`src/rtl/rf_arb_pkg.sv`:
```
// rtl/rf_arb_pkg.sv - shared types and helpers for the register-file write-port arbiter
package rf_arb_pkg;

  localparam int RF_ADDR_W = 5;

  typedef enum logic {NORMAL, FORCE} arb_state_t;

  typedef logic [4:0] reg_addr_t;

  // x0 of the integer file is hardwired: writes to it are consumed but dropped
  function automatic logic drop_write(input logic fp_file, input reg_addr_t addr);
    return !fp_file && (addr == '0);
  endfunction

endpackage

```
`src/rtl/rf_scoreboard.sv`:
```
// rtl/rf_scoreboard.sv - busy tracking for registers awaiting a multi-cycle result
module rf_scoreboard
  import rf_arb_pkg::*;
#(
  parameter int NUM_REGS = 32,
  parameter int FP_TYPE  = 0
) (
  input  logic      clk,
  input  logic      reset_n,
  input  logic      issue_valid,
  input  reg_addr_t issue_addr,
  output logic      issue_ready,
  input  logic      clr_valid,
  input  reg_addr_t clr_addr,
  input  reg_addr_t chk_addr1,
  input  reg_addr_t chk_addr2,
  output logic      chk_busy1,
  output logic      chk_busy2
);

  localparam int   REG_SPACE = 1 << RF_ADDR_W;
  localparam logic FP_FILE   = (FP_TYPE != 0);

  // Registers that can ever become busy: inside the file and not the hardwired x0
  function automatic logic [REG_SPACE-1:0] valid_mask();
    logic [REG_SPACE-1:0] m;
    for (int i = 0; i < REG_SPACE; i++) begin
      m[i] = (i < NUM_REGS) && !(!FP_FILE && i == 0);
    end
    return m;
  endfunction

  localparam logic [REG_SPACE-1:0] VALID_MASK = valid_mask();

  logic [REG_SPACE-1:0] busy;
  logic [REG_SPACE-1:0] set_vec;
  logic [REG_SPACE-1:0] clr_vec;

  assign issue_ready = ~busy[issue_addr] | drop_write(FP_FILE, issue_addr);

  // No bypass: a register clearing this cycle still reads busy until the edge
  assign chk_busy1 = busy[chk_addr1];
  assign chk_busy2 = busy[chk_addr2];

  // One-hot set/clear requests from the issue and completion handshakes
  always_comb begin
    set_vec = '0;
    clr_vec = '0;
    if (issue_valid && issue_ready) set_vec[issue_addr] = 1'b1;
    if (clr_valid) clr_vec[clr_addr] = 1'b1;
  end

  // Busy vector update; set and clear of different registers both apply
  always_ff @(posedge clk or negedge reset_n) begin
    if (!reset_n) begin
      busy <= '0;
    end else begin
      busy <= ((busy | set_vec) & ~clr_vec) & VALID_MASK;
    end
  end

endmodule

```
`src/rtl/rf_wb_arbiter.sv`:
```
// rtl/rf_wb_arbiter.sv - register-file write-port arbiter between pipeline and multi-cycle unit
module rf_wb_arbiter
  import rf_arb_pkg::*;
#(
  parameter int NUM_REGS     = 32,
  parameter int WIDTH        = 32,
  parameter int FP_TYPE      = 0,
  parameter int STARVE_LIMIT = 4
) (
  input  logic             clk,
  input  logic             reset_n,
  input  logic             pipe_wb_valid,
  input  logic [4:0]       pipe_wb_addr,
  input  logic [WIDTH-1:0] pipe_wb_data,
  output logic             pipe_stall,
  input  logic             mc_valid,
  input  logic [4:0]       mc_addr,
  input  logic [WIDTH-1:0] mc_data,
  output logic             mc_ready,
  input  logic             issue_valid,
  input  logic [4:0]       issue_addr,
  output logic             issue_ready,
  input  logic [4:0]       chk_addr1,
  input  logic [4:0]       chk_addr2,
  output logic             chk_busy1,
  output logic             chk_busy2,
  output logic             rf_we,
  output logic [4:0]       rf_waddr,
  output logic [WIDTH-1:0] rf_wdata
);

  localparam int             CNT_W    = $clog2(STARVE_LIMIT + 1);
  localparam logic [CNT_W-1:0] CNT_LAST = CNT_W'(STARVE_LIMIT - 1);
  localparam logic [CNT_W-1:0] CNT_MAX  = CNT_W'(STARVE_LIMIT);
  localparam logic           FP_FILE  = (FP_TYPE != 0);

  arb_state_t       state;
  logic [CNT_W-1:0] starve_cnt;
  logic             pipe_fire;
  logic             mc_fire;
  logic             mc_denied;

  // Pipeline has priority except during the single forced cycle
  assign pipe_stall = (state == FORCE);
  assign mc_ready   = (state == FORCE) ? 1'b1 : ~pipe_wb_valid;
  assign pipe_fire  = (state == NORMAL) && pipe_wb_valid;
  assign mc_fire    = mc_valid && mc_ready;
  assign mc_denied  = mc_valid && !mc_ready;

  // Starvation counter and NORMAL/FORCE state; FORCE always lasts one cycle
  always_ff @(posedge clk or negedge reset_n) begin
    if (!reset_n) begin
      state      <= NORMAL;
      starve_cnt <= '0;
    end else begin
      case (state)
        NORMAL: begin
          if (mc_denied) begin
            starve_cnt <= (starve_cnt == CNT_MAX) ? starve_cnt : starve_cnt + 1'b1;
            if (starve_cnt == CNT_LAST) state <= FORCE;
          end else begin
            starve_cnt <= '0;
          end
        end
        FORCE: begin
          state      <= NORMAL;
          starve_cnt <= '0;
        end
        default: begin
          state      <= NORMAL;
          starve_cnt <= '0;
        end
      endcase
    end
  end

  // Register the granted write; dropped x0 writes and idle cycles hold addr/data
  always_ff @(posedge clk or negedge reset_n) begin
    if (!reset_n) begin
      rf_we    <= 1'b0;
      rf_waddr <= '0;
      rf_wdata <= '0;
    end else if (pipe_fire) begin
      rf_we <= !drop_write(FP_FILE, pipe_wb_addr);
      if (!drop_write(FP_FILE, pipe_wb_addr)) begin
        rf_waddr <= pipe_wb_addr;
        rf_wdata <= pipe_wb_data;
      end
    end else if (mc_fire) begin
      rf_we <= !drop_write(FP_FILE, mc_addr);
      if (!drop_write(FP_FILE, mc_addr)) begin
        rf_waddr <= mc_addr;
        rf_wdata <= mc_data;
      end
    end else begin
      rf_we <= 1'b0;
    end
  end

  rf_scoreboard #(
    .NUM_REGS (NUM_REGS),
    .FP_TYPE  (FP_TYPE)
  ) u_scoreboard (
    .clk         (clk),
    .reset_n     (reset_n),
    .issue_valid (issue_valid),
    .issue_addr  (issue_addr),
    .issue_ready (issue_ready),
    .clr_valid   (mc_fire),
    .clr_addr    (mc_addr),
    .chk_addr1   (chk_addr1),
    .chk_addr2   (chk_addr2),
    .chk_busy1   (chk_busy1),
    .chk_busy2   (chk_busy2)
  );

endmodule

```
`config.mk`:
```
export PLATFORM = sky130hd
export DESIGN_NAME = rf_wb_arbiter
export DESIGN_NICKNAME = d
export VERILOG_FILES = /design/src/rtl/rf_arb_pkg.sv /design/src/rtl/rf_scoreboard.sv /design/src/rtl/rf_wb_arbiter.sv
export SDC_FILE = /design/constraint.sdc
export NUM_CORES = 1
export LEC_CHECK = 0
export CAP_MARGIN = 20
export CORE_MARGIN = 1.5
export CORE_UTILIZATION = 43
export CTS_BUF_LIST = sky130_fd_sc_hd__clkbuf_4 sky130_fd_sc_hd__clkbuf_8 sky130_fd_sc_hd__clkbuf_16
export DETAILED_ROUTE_END_ITERATION = 10
export GPL_ROUTABILITY_DRIVEN = 0
export GPL_TIMING_DRIVEN = 0
export PLACE_DENSITY = 0.78
export SLEW_MARGIN = 20
export SYNTH_ARGS = -nofsm -noshare
export SYNTH_HDL_FRONTEND = slang
export SYNTH_SLANG_ARGS = --single-unit
```
`constraint.sdc`:
```
create_clock -name clk -period 3.33 [get_ports clk]
set_input_delay 0.999 -clock clk [delete_from_list [all_inputs] [get_ports clk]]
set_output_delay 0.999 -clock clk [all_outputs]
set_load 0.1 [all_outputs]
```
==> impl_metrics.py <==
metrics = {
    "clocking": {
        "clkSlewWorstSetupHoldPaths_ns": 0.08,
        "cts_sinks": 73,
        "tritoncts": "done",
        "ctsHtreeMaxLevel": 3,
        "cts_buffer_depth": 2,
        "hold_buffers": 0,
        "clock_latency_ns": 0.35,
        "root_buffer": "clkbuf_8",
        "cts_made_buffers": 9,
    },
    "drt": {
        "via_per_inst": 5.61,
        "drc": 0,
        "vias": 3954,
        "drtPass1Iterations": 5,
        "drt-total-wl_mm": 12.6,
        "drtAntennaViolNets": 0,
        "drt-initial-drc-count": 250,
        "detail_route.wl_per_cell_um": 17.9,
    },
    "pwr": {
        "intPower_mw": 1.92,
        "p_per_area_mw_per_mm2": 528,
        "switching_share_pct": 41.4,
        "pwr-share-clk_pct": 18.6,
        "power_frac_comb_pct": 44.2,
        "finalPower_mw": 3.27,
        "leakage_nw": 2.69,
        "p_switching_mw": 1.35,
        "ir_worst_vdd_mv": 0.343,
        "p_seq_share_pct": 37.2,
    },
    "timing": {
        "fmaxAchievable_mhz": 279,
        "hold_viol_final": 0,
        "layout_min_cycle_time_ns": 3.59,
        "rsz0062_at_grt": "true",
        "drv_slew": 0,
        "setup_viol": 1,
        "whs_ns": 0.508,
        "relSlewSlack_pct": 31.7,
        "max_slew.worst_pin.slew_ns": 1.02,
        "fin_ws_ns": -0.258,
        "final.period_utilization_pct": 108,
        "skew_ns": 0.00824,
    },
    "global_route": {
        "grt.total_usage_pct": 23.8,
        "grt_util_met1_pct": 28.8,
        "use_met2_pct": 40.4,
        "grt_pass1_vias": 4068,
        "grt_max_degree": 48,
        "gr-total-overflow": 0,
        "antenna_found_initial": 0,
        "grt_busiest_layer": "met2",
        "grt_pass1_wl_mm": 20.4,
        "grtUsageMet3_pct": 8.52,
    },
    "worst_hold_path": {
        "hp-class": "flip-flop to flip-flop",
        "hp-start": "rf_wdata[8]$_DFFE_PN0P_",
        "whs_path_depth": 1,
        "whs_endpoint": "rf_wdata[8]$_DFFE_PN0P_",
    },
    "logic_synthesis": {
        "synth_cells": 423,
        "synth.largest_area_cell": "dfrtp_1",
        "ys.flop_type": "dfrtp_1",
        "yosysTopAreaCellShare_pct": 41.6,
        "ys_top_cells_by_area": "dfrtp_1 (42%), nand2_1 (10%), mux4_2 (9.7%)",
        "yosys_warnings": 0,
        "synth.cell_area_sq_mm": 0.00439,
        "ys_seq_area_share_pct": 41.6,
        "synth_cell_types": 40,
        "ys_ff_latch": 73,
        "synth_nets": 520,
        "synthArstFlopShare_pct": 100,
        "avgSynthCellArea_sq_um": 10.4,
        "synth-edff-count": 0,
    },
    "floorplan": {
        "die_h_um": 104,
        "core_region_area_sq_mm": 0.00982,
        "dieArea_sq_mm": 0.0108,
        "io_pins": 137,
        "rows": 36,
        "floorplan.initialDensity_pct": 44.7,
        "die_w_um": 104,
    },
    "outcome": {
        "status": "complete, but fails checks",
        "violations": "setup timing",
    },
    "final_layout": {
        "seqCellArea_sq_mm": 0.00183,
        "fill_cells": 821,
        "diodes": 0,
        "fin_nets": 664,
        "final_cell_count_no_fill": 705,
        "area_growth_pct": 41.1,
        "drive_gt1_share_pct": 21.3,
        "multiInputGateArea_sq_mm": 0.00243,
    },
    "setup_path": {
        "critPathKind": "input pin to output pin",
        "cp.required_ns": 2.33,
        "start_kind": "input pin",
        "reg2reg_to": "u_scoreboard.busy[29]$_DFF_PN0_",
        "cp_max_fo": 5,
        "reg2reg_depth": 6,
        "rr_startpoint": "pipe_stall$_DFF_PN0_",
        "end_kind": "output pin",
        "worstPathArrival_ns": 2.59,
        "ff2ff_setup_slack_ns": 1.07,
    },
    "place": {
        "dpl.cell_count": 682,
        "pre_cts_ws_ns": -1.79,
        "portBuffers": 125,
        "hpwl_mm": 9.35,
    },
    "job": {
        "drv_cap": 0,
    },
}
## per-layer routing
layer / wire length, um / part of all wire, %
met3: 1280 / 10
met1: 4990 / 40
met2: 6180 / 49
met4: 162 / 1.3
met5: 0 / 0
## worst max-delay path, stage by stage
cell,delay (ns)
buf_8,0.08
buf_12,0.10
mux4_2,0.51
a32o_1,0.22
a221o_1,0.31
nor3_4,0.17
buf_12,0.20
## kinds of logic (layout without fill, tap and decap cells)
family,count (synthesis),count (layout),synth area share (%)
AND/OR/NAND/NOR,198,198,20.1
multiplexers,73,73,24.9
flip-flops,73,73,41.6
AO/OA/AOI/OAI,43,43,8.67
buffers and inverters,32,181,3.73
adder cells (fa/ha/maj),3,3,0.855
XOR/XNOR,1,1,0.200
## placed cells by master (no fill, tap or decap), types with 3 or more instances in the layout
master	n
clkbuf_8	10
buf_6	6
mux2_4	19
mux4_2	19
nand2_1	117
nand3_1	9
inv_1	5
mux2_2	22
clkbuf_1	9
dfrtp_1	73
or3b_2	4
buf_2	4
clkinv_2	4
buf_4	9
ha_1	3
o22a_1	31
mux2i_1	11
clkbuf_2	3
nand3b_1	9
buf_12	4
nor2_1	36
clkdlybuf4s50_1	116
nand2b_1	6
## flip-flops by register name, summed over array words and instances, names as in the netlist
register,flops
u_scoreboard.busy,31
starve_cnt,3
pipe_stall,1
rf_waddr,5
rf_we,1
rf_wdata,32
## cell usage after synthesis, types with 5 or more instances
master    number
nand2_1      117
dfrtp_1       73
nor2_1        36
o22a_1        31
mux2_2        22
mux2_4        19
mux4_2        19
clkbuf_1      14
mux2i_1       13
nand3_1        9
nand3b_1       9
nand2b_1       6
buf_2          5
buf_6          5
inv_1          5
## what timing repair did
| action | 4_1_cts | 5_1_grt |
|---|---|---|
| endpoints found under the setup margin | 4 | 3 |
| pin swaps | 2 | 7 |
| hold endpoints to repair | 0 | 0 |
| buffers inserted | 6 | 2 |
| gates resized for setup | 58 | 7 |
## power by group through the flow
| stage | registers, mW | clock network [mW] | logic [mW] |
|---|---|---|---|
| 2_1_floorplan | 1.63 | 0 | 0.565 |
| 5_1_grt | 1.24 | 0.653 | 1.51 |
| 3_3_place_gp | 1.21 | 0 | 1.37 |
| 3_5_place_dp | 1.22 | 0 | 1.40 |
| 6_report | 1.22 | 0.608 | 1.44 |
| 4_1_cts | 1.21 | 0.618 | 1.44 |
## how the worst max path moves through the flow
| stage | start | to | slack (ns) |
|---|---|---|---|
| after global routing | issue_addr[0] | issue_ready | -0.29 |
| after floorplan | issue_addr[0] | issue_ready | -0.53 |
| after global placement | issue_addr[0] | issue_ready | -1.77 |
| after detailed placement | issue_addr[0] | issue_ready | -1.79 |
| after CTS | issue_addr[0] | issue_ready | -0.31 |
| final | issue_addr[0] | issue_ready | -0.26 |
## area by class of cell
| class | instances | share of cell area, % |
|---|---|---|
| inverter | 6 | 0.364 |
| multi-input combinational | 318 | 39.2 |
| tap | 133 | 2.69 |
| clock buffer | 10 | 2.12 |
| buffer | 25 | 3.53 |
| clock inverter | 6 | 0.566 |
| sequential | 73 | 29.5 |
| timing repair buffer | 134 | 22.0 |
## stage by stage
stage	utilization [%]	TNS (ns)	area (sq um)
floorplan	-	-0.528	4420
global placement	59.4	-89.77	5840
detailed placement	59.7	-4.63	5860
CTS	62.8	-0.315	6160
global route	63.1	-0.291	6190
finish	63.1	-0.258	6190
Power figures use the tool's default switching activity.
